===== config.mk =====
export PLATFORM = sky130hd
export DESIGN_NAME = mem_feed_ctrl
export DESIGN_NICKNAME = d
export VERILOG_FILES = /design/src/rtl/tpu_pkg.sv /design/src/rtl/skew_gen.sv /design/src/rtl/mem_feed_ctrl.sv
export SDC_FILE = /design/constraint.sdc
export NUM_CORES = 1
export LEC_CHECK = 0
export BUFFER_PORTS_ARGS = -buffer_cell sky130_fd_sc_hd__buf_2
export CORE_ASPECT_RATIO = 1.5
export CORE_MARGIN = 8
export CORE_UTILIZATION = 45
export CTS_BUF_LIST = sky130_fd_sc_hd__clkbuf_16
export DETAILED_ROUTE_END_ITERATION = 7
export GPL_TIMING_DRIVEN = 0
export PLACE_DENSITY = 0.7
export SLEW_MARGIN = 15
export SYNTH_ARGS = -nofsm -noshare
export SYNTH_HDL_FRONTEND = slang
export SYNTH_SLANG_ARGS = --single-unit
export TNS_END_PERCENT = 20

===== constraint.sdc =====
create_clock -name clk -period 3.3 [get_ports clk]
set_input_delay 0.33 -clock clk [delete_from_list [all_inputs] [get_ports clk]]
set_output_delay 0.33 -clock clk [all_outputs]
set_load 0.05 [all_outputs]

===== src/rtl/tpu_pkg.sv =====
// Shared constants and state encoding for the Mini-TPU operand-memory feed controller.
package tpu_pkg;

    localparam int DATA_WIDTH = 8;
    localparam int DIM        = 4;
    localparam int SKEW_LEN   = 2 * DIM - 1;

    typedef enum logic [1:0] {
        EMPTY = 2'd0,
        LOAD  = 2'd1,
        FULL  = 2'd2,
        FEED  = 2'd3
    } feed_state_t;

endpackage


===== src/rtl/skew_gen.sv =====
// Wavefront decoder: column c reads element (t-c) while 0 <= t-c <= 3, so each
// column lags its left neighbour by one cycle.
module skew_gen #(
    parameter int DIM = tpu_pkg::DIM
) (
    input  logic [2:0]       t,
    input  logic             en,
    output logic [DIM-1:0]   read_enable,
    output logic [2*DIM-1:0] read_elem
);

    for (genvar c = 0; c < DIM; c++) begin : g_col
        localparam logic [2:0] COL = 3'(c);
        logic [2:0] diff_s;

        assign diff_s                 = t - COL;
        assign read_enable[c]         = en && (t >= COL) && (diff_s <= 3'd3);
        assign read_elem[2*c+1 -: 2]  = read_enable[c] ? diff_s[1:0] : 2'd0;
    end

endmodule


===== src/rtl/mem_feed_ctrl.sv =====
// Loads a 4x4 operand matrix from a valid/ready stream and feeds it out as a skewed wavefront.
// Optional build macro FEED_CNT_EN adds a 16-bit count of completed feed passes.
module mem_feed_ctrl #(
    parameter int DATA_WIDTH = tpu_pkg::DATA_WIDTH,
    parameter int DIM        = tpu_pkg::DIM
) (
    input  logic                  clk,
    input  logic                  rst,
    input  logic                  in_valid,
    output logic                  in_ready,
    input  logic [DATA_WIDTH-1:0] in_data,
    input  logic                  clear,
    input  logic                  start,
    output logic                  mem_write_enable,
    output logic [1:0]            mem_write_line,
    output logic [1:0]            mem_write_elem,
    output logic [DATA_WIDTH-1:0] mem_data_in,
    output logic [DIM-1:0]        mem_read_enable,
    output logic [2*DIM-1:0]      mem_read_elem,
    output logic                  loaded,
    output logic                  busy,
    output logic                  done
`ifdef FEED_CNT_EN
    ,
    output logic [15:0]           feed_count
`endif
);
    import tpu_pkg::*;

    localparam logic [2:0] T_LAST = 3'(SKEW_LEN - 1);

    feed_state_t state_r;
    feed_state_t state_nxt_s;
    logic [2:0]  t_r;
    logic [2:0]  t_nxt_s;
    logic [3:0]  wr_cnt_r;
    logic [3:0]  wr_cnt_nxt_s;
    logic        accept_s;

    // in_ready is itself a register that is only high in EMPTY/LOAD.
    assign accept_s = in_valid & in_ready;
    assign loaded   = (state_r == FULL) || (state_r == FEED);
    assign busy     = (state_r == FEED);

    skew_gen #(.DIM(DIM)) u_skew_gen (
        .t           (t_r),
        .en          (busy),
        .read_enable (mem_read_enable),
        .read_elem   (mem_read_elem)
    );

    // State, feed step and write counter registers.
    always_ff @(posedge clk or posedge rst) begin
        if (rst) begin
            state_r  <= EMPTY;
            t_r      <= 3'd0;
            wr_cnt_r <= 4'd0;
        end else begin
            state_r  <= state_nxt_s;
            t_r      <= t_nxt_s;
            wr_cnt_r <= wr_cnt_nxt_s;
        end
    end

    // Next-state logic; clear outranks both a load completion and a start request.
    always_comb begin
        state_nxt_s  = state_r;
        t_nxt_s      = t_r;
        wr_cnt_nxt_s = wr_cnt_r;
        case (state_r)
            EMPTY, LOAD: begin
                if (clear) begin
                    state_nxt_s  = EMPTY;
                    wr_cnt_nxt_s = 4'd0;
                end else if (accept_s) begin
                    if (wr_cnt_r == 4'd15) begin
                        state_nxt_s  = FULL;
                        wr_cnt_nxt_s = 4'd0;
                    end else begin
                        state_nxt_s  = LOAD;
                        wr_cnt_nxt_s = wr_cnt_r + 4'd1;
                    end
                end else begin
                    state_nxt_s = state_r;
                end
            end
            FULL: begin
                if (clear) begin
                    state_nxt_s = EMPTY;
                end else if (start) begin
                    state_nxt_s = FEED;
                    t_nxt_s     = 3'd0;
                end else begin
                    state_nxt_s = FULL;
                end
            end
            FEED: begin
                if (t_r == T_LAST) begin
                    state_nxt_s = FULL;
                    t_nxt_s     = 3'd0;
                end else begin
                    t_nxt_s     = t_r + 3'd1;
                end
            end
            default: begin
                state_nxt_s  = EMPTY;
                t_nxt_s      = 3'd0;
                wr_cnt_nxt_s = 4'd0;
            end
        endcase
    end

    // Registered stream handshake, memory write port and pass-complete strobe.
    always_ff @(posedge clk or posedge rst) begin
        if (rst) begin
            in_ready         <= 1'b0;
            mem_write_enable <= 1'b0;
            mem_write_line   <= 2'd0;
            mem_write_elem   <= 2'd0;
            mem_data_in      <= {DATA_WIDTH{1'b0}};
            done             <= 1'b0;
        end else begin
            in_ready         <= (state_nxt_s == EMPTY) || (state_nxt_s == LOAD);
            mem_write_enable <= accept_s;
            if (accept_s) begin
                mem_write_line <= wr_cnt_r[3:2];
                mem_write_elem <= wr_cnt_r[1:0];
                mem_data_in    <= in_data;
            end
            done <= busy && (t_r == T_LAST);
        end
    end

`ifdef FEED_CNT_EN
    // Completed-pass counter, advanced together with the done strobe; only rst clears it.
    always_ff @(posedge clk or posedge rst) begin
        if (rst) begin
            feed_count <= 16'd0;
        end else if (busy && (t_r == T_LAST)) begin
            feed_count <= feed_count + 16'd1;
        end
    end
`else
    // Without the counter, pass completion is visible only through done.
`endif

endmodule


; ---- Yosys cells after proc, flatten, opt, wreduce, memory -nomap -nowiden
; Cells that the tools add are included.
[word_totals]
wordCells = 67
in_bits = 13
register_bits = 24
out_inout_bits = 29
[classes]
n_eq_ne = 8
bitwise_logic = 1
n_lt_le_gt_ge = 8
muxes = 18
reduce_logical = 18
add_sub_neg = 5
[ops]
columns = op, n
row1 = $mux 2, 9
row2 = $le 3x2->1 const B, 4
row3 = $mux 4, 3
row4 = $logic_and 1x1->1, 9
row5 = $mux 3, 3
row6 = $ge 3x1->1 const B, 2
row7 = $ge 3x2->1 const B, 2
row8 = $pmux 2 s3, 1
row9 = $pmux 3 s2, 1
row10 = $sub 3x2->3 const B, 2
row11 = $add 4x1->4 const B, 1
row12 = $eq 2x1->1 const B, 2
row13 = $eq 2x2->1 const B, 2
row14 = $eq 4x4->1 const B, 1
row15 = $logic_not 2->1, 2
row16 = $ne 2x2->1 const B, 2
row17 = $reduce_bool 2->1, 2
row18 = $add 3x1->3 const B, 1
row19 = $eq 3x3->1 const B, 1
row20 = $reduce_and 3->1, 1
row21 = $sub 3x1->3 const B, 1
row22 = $logic_or 1x1->1, 2
row23 = $reduce_and 2->1, 1
row24 = $reduce_or 2->1, 1
row25 = 2 further kinds, 2

; ---- Longest topological paths before layout
[logic_depth]
depth_word = 7
depth_mapped = 6
mapped_depth_nobuf = 5

; ---- By module
; A second synthesis with hierarchy kept.
[hier_totals]
cells_unflattened = 129
hier_area_um2 = 1396.3
[modules_own_cells]
columns = mod, area_per_inst_um2, cells_per_inst, seq_area_each_um2, instances
row1 = mem_feed_ctrl, 1057.3, 84, 600.6, 1
row2 = skew_gen, 339.1, 45, 0.0, 1

; ---- Worst setup path after synthesis
; Ideal clock, no wire load.
[synth_timing]
kind = reg2out
start = register t_r[0]
end = output port mem_read_elem[7]
path_slack_ps = 319
t_arrival_ps = 2651
n_path_buf = 1
path_stages_with_launch = 7
required_time_ps = 2970
path_cell_list = dfrtp_1 > buf_6 > inv_1 > ha_1 > nor2_2 > a2111oi_2 > and2_1
[synth_between]
elab_chain_len = 4
word_cells_on_any_way = 6
classes_between = add/sub: 1 / order compare: 2 / mux: 1 / reduce/logical: 2
[synth_rtl]
columns = element, line
row1 = start: declaration, mem_feed_ctrl.sv:34  ; logic [2:0] t_r;
row2 = start signal: assignment, mem_feed_ctrl.sv:60  ; t_r <= t_nxt_s;
row3 = $sub 3x2->3 or $ge 3x2->1 (tied branches), "skew_gen.sv:16, skew_gen.sv:17"
row4 = $le 3x2->1 or $logic_and 1x1->1 (tied branches), skew_gen.sv:17  ; assign read_enable[c] = en && (t >= COL) && (diff_s <= 3'd3);
row5 = $logic_and 1x1->1 (*), skew_gen.sv:17
row6 = via mem_read_enable[3], mem_feed_ctrl.sv:18  ; output logic [DIM-1:0] mem_read_enable,
row7 = $mux 2 (*), skew_gen.sv:18  ; assign read_elem[2*c+1 -: 2] = read_enable[c] ? diff_s[1:0] : 2'd0;
row8 = end: declaration, mem_feed_ctrl.sv:19  ; output logic [2*DIM-1:0] mem_read_elem,
; The timed path passes the listed nets; every way through them passes the cells marked *.

; ---- Worst setup path in the final report
[layout_timing]
start = register t_r[0]
end = output port mem_read_elem[7]
[layout_between]
elab_chain_len = 4
word_cells_on_any_way = 6
classes_between = add/sub: 1 / order compare: 2 / mux: 1 / reduce/logical: 2
[layout_rtl]
columns = element, line
row1 = $sub 3x2->3 or $ge 3x2->1 (tied branches), "skew_gen.sv:16, skew_gen.sv:17"
row2 = $le 3x2->1 or $logic_and 1x1->1 (tied branches), skew_gen.sv:17
row3 = $logic_and 1x1->1, skew_gen.sv:17
row4 = $mux 2 (*), skew_gen.sv:18
; Mark *: on every way between the ends. The rest lies on a longest branch, timed or not.

==> flow_summary.html <==
<table>
<tr><th>Metric</th><th>Value</th></tr>
<tr><th colspan="2">Power</th></tr>
<tr><td>Switching fraction of total power</td><td>0.2582</td></tr>
<tr><td>Sw Pwr</td><td>0.0001738 W</td></tr>
<tr><td>Clock group share of total power</td><td>0.373</td></tr>
<tr><td>Portion of total power attributed to sequential cells</td><td>0.474</td></tr>
<tr><td>Pwr dens</td><td>around 420 mW/mm²</td></tr>
<tr><td>Internal power contribution</td><td>0.0004995 W</td></tr>
<tr><td>Max rail drop VDD</td><td>slightly above 0.2 mV</td></tr>
<tr><td>Comb power frac</td><td>0.153</td></tr>
<tr><td>Leak Pwr</td><td>0.8668 nW</td></tr>
<tr><th colspan="2">Cells and area</th></tr>
<tr><td>Core occupancy in the finished layout</td><td>0.5727</td></tr>
<tr><td>Most common library cell in the layout ignoring fill and taps</td><td>sky130_fd_sc_hd__buf_2</td></tr>
<tr><td>Area of all sequential standard cells</td><td>600.6 µm²</td></tr>
<tr><td>Layout cell share with drive strength beyond 1</td><td>0.3879</td></tr>
<tr><td>Final-layout fill cell count</td><td>266</td></tr>
<tr><td>Area growth from synthesis to final layout</td><td>25.56%</td></tr>
<tr><td>Most used cells in the layout excluding fill and tap cells</td><td>sky130_fd_sc_hd__buf_2, sky130_fd_sc_hd__dfrtp_1</td></tr>
<tr><td>N_diodes</td><td>0</td></tr>
<tr><td>Nets@finish</td><td>190</td></tr>
<tr><td>Footprint of the multi-input gates</td><td>just over 600 µm²</td></tr>
<tr><th colspan="2">Clock network</th></tr>
<tr><td>Reg clk slew, reported paths</td><td>0.06 ns</td></tr>
<tr><td>Post CTS Setup Buffer Count</td><td>0</td></tr>
<tr><td>Clock tree sinks</td><td>24</td></tr>
<tr><td>CTS max path bufs</td><td>2</td></tr>
<tr><td>Cts bufs inserted</td><td>3</td></tr>
<tr><td>Post-cts repair resize count</td><td>0</td></tr>
<tr><td>Clock insertion delay at the later pin of the skew report</td><td>0.25 ns</td></tr>
<tr><td>Total number of H-tree levels</td><td>1</td></tr>
<tr><td>CTS tree</td><td>done</td></tr>
<tr><td>Buffer type at the clock tree root</td><td>sky130_fd_sc_hd__clkbuf_16</td></tr>
<tr><td>CTS Hold Buffers Added</td><td>0</td></tr>
<tr><th colspan="2">Worst setup path</th></tr>
<tr><td>Arrival time worst endpoint</td><td>2.10 ns</td></tr>
<tr><td>Critical setup path kind</td><td>reg2out</td></tr>
<tr><td>Register-to-Register Setup Slack</td><td>1.77 ns</td></tr>
<tr><td>Path depth of the worst reg2reg path</td><td>6</td></tr>
<tr><td>Endpoint required time on the critical path</td><td>2.97 ns</td></tr>
<tr><td>Critical Path Start Type</td><td>flip-flop</td></tr>
<tr><td>Endpoint of the lowest-slack register-to-register path</td><td>t_r[0]$_DFFE_PP0P_</td></tr>
<tr><td>Maximum fanout encountered on the critical timing path</td><td>9</td></tr>
<tr><td>Reg-to-reg critical path startpoint</td><td>t_r[0]$_DFFE_PP0P_</td></tr>
<tr><td>CP endpoint kind</td><td>primary output</td></tr>
<tr><th colspan="2">Yosys</th></tr>
<tr><td>Cell area after synthesis</td><td>about 0.0013 mm²</td></tr>
<tr><td>Count of flip-flops with a built-in enable after synthesis</td><td>0</td></tr>
<tr><td>Number of distinct library cell variants in the gate-level netlist after synthesis</td><td>38</td></tr>
<tr><td>Avg Inst Size Synth</td><td>10.64 µm²</td></tr>
<tr><td>Number of instances in the synthesized netlist</td><td>121</td></tr>
<tr><td>Seq/Total Area, Yosys</td><td>0.4665</td></tr>
<tr><td>Leading register cell type out of synthesis</td><td>sky130_fd_sc_hd__dfrtp_1</td></tr>
<tr><td>Synth Warn #</td><td>0</td></tr>
<tr><td>Fraction of registers with async set or reset after synthesis</td><td>1.000</td></tr>
<tr><td>Register bit count reported by yosys</td><td>24</td></tr>
<tr><td>Mapped Nets</td><td>144</td></tr>
<tr><th colspan="2">Timing</th></tr>
<tr><td>Number of max-slew violations in the final report</td><td>0</td></tr>
<tr><td>Minimum clock period after layout</td><td>2.434 ns</td></tr>
<tr><td>Top achievable clock speed</td><td>around 410 MHz</td></tr>
<tr><td>Post-Route Skew</td><td>0.001740 ns</td></tr>
<tr><td>Sum of negative setup slack</td><td>0 ns</td></tr>
<tr><td>Final number of setup-violating endpoints</td><td>0</td></tr>
<tr><td>Max transition margin</td><td>0.4212</td></tr>
<tr><td>Hold Fails Final Rpt</td><td>0</td></tr>
<tr><td>Final Cycle Share</td><td>0.7374</td></tr>
<tr><td>Unrepaired setup endpoints after global routing</td><td>false</td></tr>
<tr><td>Transition at the pin with the smallest max-transition slack</td><td>0.8672 ns</td></tr>
<tr><th colspan="2">Die</th></tr>
<tr><td>Std cell rows</td><td>24</td></tr>
<tr><td>Starting density of the core</td><td>0.4561</td></tr>
<tr><td>Die footprint</td><td>0.004864 mm²</td></tr>
<tr><td>Placeable Area</td><td>0.002823 mm²</td></tr>
<tr><td>Floorplan die width</td><td>between 50 and 60 µm</td></tr>
<tr><td>Number of placed I/O pins</td><td>42</td></tr>
<tr><td>Die Span Y</td><td>81.51 µm</td></tr>
<tr><th colspan="2">Drt</th></tr>
<tr><td>Detailed-routing iteration count for the pre-antenna-repair pass</td><td>4</td></tr>
<tr><td>Final routed wirelength across all metal layers</td><td>about 2900 µm</td></tr>
<tr><td>DRC violation count after routing</td><td>0</td></tr>
<tr><td>Vias post-DR</td><td>1049</td></tr>
<tr><td>Initial drt markers</td><td>32</td></tr>
<tr><td>DRT antenna net count</td><td>0</td></tr>
<tr><td>Via/cell ratio</td><td>5.142</td></tr>
<tr><td>Wirelength per Cell</td><td>14.15 µm</td></tr>
<tr><th colspan="2">GRT</th></tr>
<tr><td>First-pass GRT wire length</td><td>4892 µm</td></tr>
<tr><td>Antenna violations before repair</td><td>0</td></tr>
<tr><td>Number of global-route vias before repair</td><td>1115</td></tr>
<tr><td>Gr ovfl total</td><td>0</td></tr>
<tr><td>Total routing usage reported by global routing</td><td>0.1272</td></tr>
<tr><td>Maximum number of pins on one net before global-route repair</td><td>25</td></tr>
<tr><th colspan="2">Run status</th></tr>
<tr><td>Result of the run</td><td>finished, final reports clean</td></tr>
<tr><th colspan="2">Placed design</th></tr>
<tr><td>Final HPWL from detailed placement</td><td>2319 µm</td></tr>
<tr><td>Final estimated routing congestion in global placement</td><td>between 0.7 and 0.8</td></tr>
<tr><td>Number of I/O port buffers</td><td>41</td></tr>
<tr><th colspan="2">Run</th></tr>
<tr><td>Number of max-capacitance violations reported</td><td>0</td></tr>
<tr><th colspan="2">Min path</th></tr>
<tr><td>Worst min-delay path category</td><td>in2async</td></tr>
</table>
[per-layer routing]
| layer | up-vias | GRT usage | routed length, µm |
|---|---|---|---|
| met5 | - | 0 | 0 |
| met4 | 0 | 0.05755 | 58 |
| met3 | 5 | 0.03448 | 215 |
| met2 | 38 | 0.2319 | 1444 |
| met1 | 494 | 0.1303 | 1167 |
| li1 | 512 | - | - |
[cells by family (layout without fill, tap and decap cells)]
kind of cell	after synthesis	in the layout	share of synthesized area
adder cells (fa/ha/maj)	10	10	0.09718
buffers and inverters	14	58	0.04955
AND/OR/NAND/NOR	38	38	0.1555
flip-flops	24	24	0.4665
AO/OA/AOI/OAI	24	24	0.1361
multiplexers	11	11	0.09524
[registers in the layout, indices dropped and copies added, names as in the netlist]
name              cells
mem_write_line        2
state_r               2
wr_cnt_r              4
in_ready              1
t_r                   3
mem_data_in           8
mem_write_enable      1
done                  1
mem_write_elem        2
[power by group through the flow]
stage | registers, W | logic (W) | clock network (W)
5_1_grt | 0.000322 | 0.000110 | 0.000265
3_5_place_dp | 0.000324 | 0.000104 | 0
4_1_cts | 0.000319 | 0.000105 | 0.000256
2_1_floorplan | 0.000371 | 0.0000274 | 0
3_3_place_gp | 0.000324 | 0.000102 | 0
6_report | 0.000319 | 0.000103 | 0.000251
[Yosys cell counts (2+ instances only)]
cell type / number / area share
sky130_fd_sc_hd__mux2_2: 10 / 0.087
sky130_fd_sc_hd__buf_2: 3 / 0.012
sky130_fd_sc_hd__a22o_1: 2 / 0.014
sky130_fd_sc_hd__inv_1: 9 / 0.026
sky130_fd_sc_hd__and2_1: 3 / 0.015
sky130_fd_sc_hd__nand2_1: 10 / 0.029
sky130_fd_sc_hd__ha_1: 10 / 0.097
sky130_fd_sc_hd__nor2b_1: 2 / 0.0097
sky130_fd_sc_hd__o21ai_0: 7 / 0.027
sky130_fd_sc_hd__nor2_1: 10 / 0.029
sky130_fd_sc_hd__nand3_1: 4 / 0.016
sky130_fd_sc_hd__a21oi_1: 2 / 0.0078
sky130_fd_sc_hd__dfrtp_1: 24 / 0.47
[critical path: stages (launching register included)]
cell and delay (ns):
sky130_fd_sc_hd__dfrtp_1 0.41, sky130_fd_sc_hd__buf_6 0.16, sky130_fd_sc_hd__inv_1 0.14, sky130_fd_sc_hd__ha_1 0.27
sky130_fd_sc_hd__nor2_2 0.07, sky130_fd_sc_hd__a2111oi_2 0.37, sky130_fd_sc_hd__and2_1 0.17, sky130_fd_sc_hd__buf_2 0.25
[layout make-up]
class | count | area share
Buffer | 5 | 0.01858
Clock buffer | 3 | 0.04644
Inverter | 9 | 0.02090
Multi-Input combinational cell | 83 | 0.3854
Sequential cell | 24 | 0.3715
Tap cell | 39 | 0.03019
Timing Repair Buffer | 41 | 0.1269
[how the worst max path moves through the flow]
stage / end / from / cells after the start
2_1_floorplan: mem_read_elem[7] / t_r[0]$_DFFE_PP0P_ / 6
3_3_place_gp: mem_read_elem[7] / t_r[0]$_DFFE_PP0P_ / 7
3_5_place_dp: mem_read_elem[7] / t_r[0]$_DFFE_PP0P_ / 7
4_1_cts: mem_read_elem[7] / t_r[0]$_DFFE_PP0P_ / 7
5_1_grt: mem_read_elem[7] / t_r[0]$_DFFE_PP0P_ / 7
6_report: mem_read_elem[7] / t_r[0]$_DFFE_PP0P_ / 7
[metrics by stage]
stage               total power [W]  worst slack, ns  instances  hold WS (ns)  area (µm²)
finish                    0.0006733           0.8664        204        0.2520        1617
global route              0.0006970           0.7440        204        0.3098        1617
CTS                       0.0006801           0.8639        204        0.2849        1617
detailed placement        0.0004286            1.152        201        0.4605        1541
global placement          0.0004257            1.179        201        0.4599        1541
floorplan                 0.0003980           0.3188        121        0.3446        1287
No activity file was read; power rests on OpenSTA's default activity.
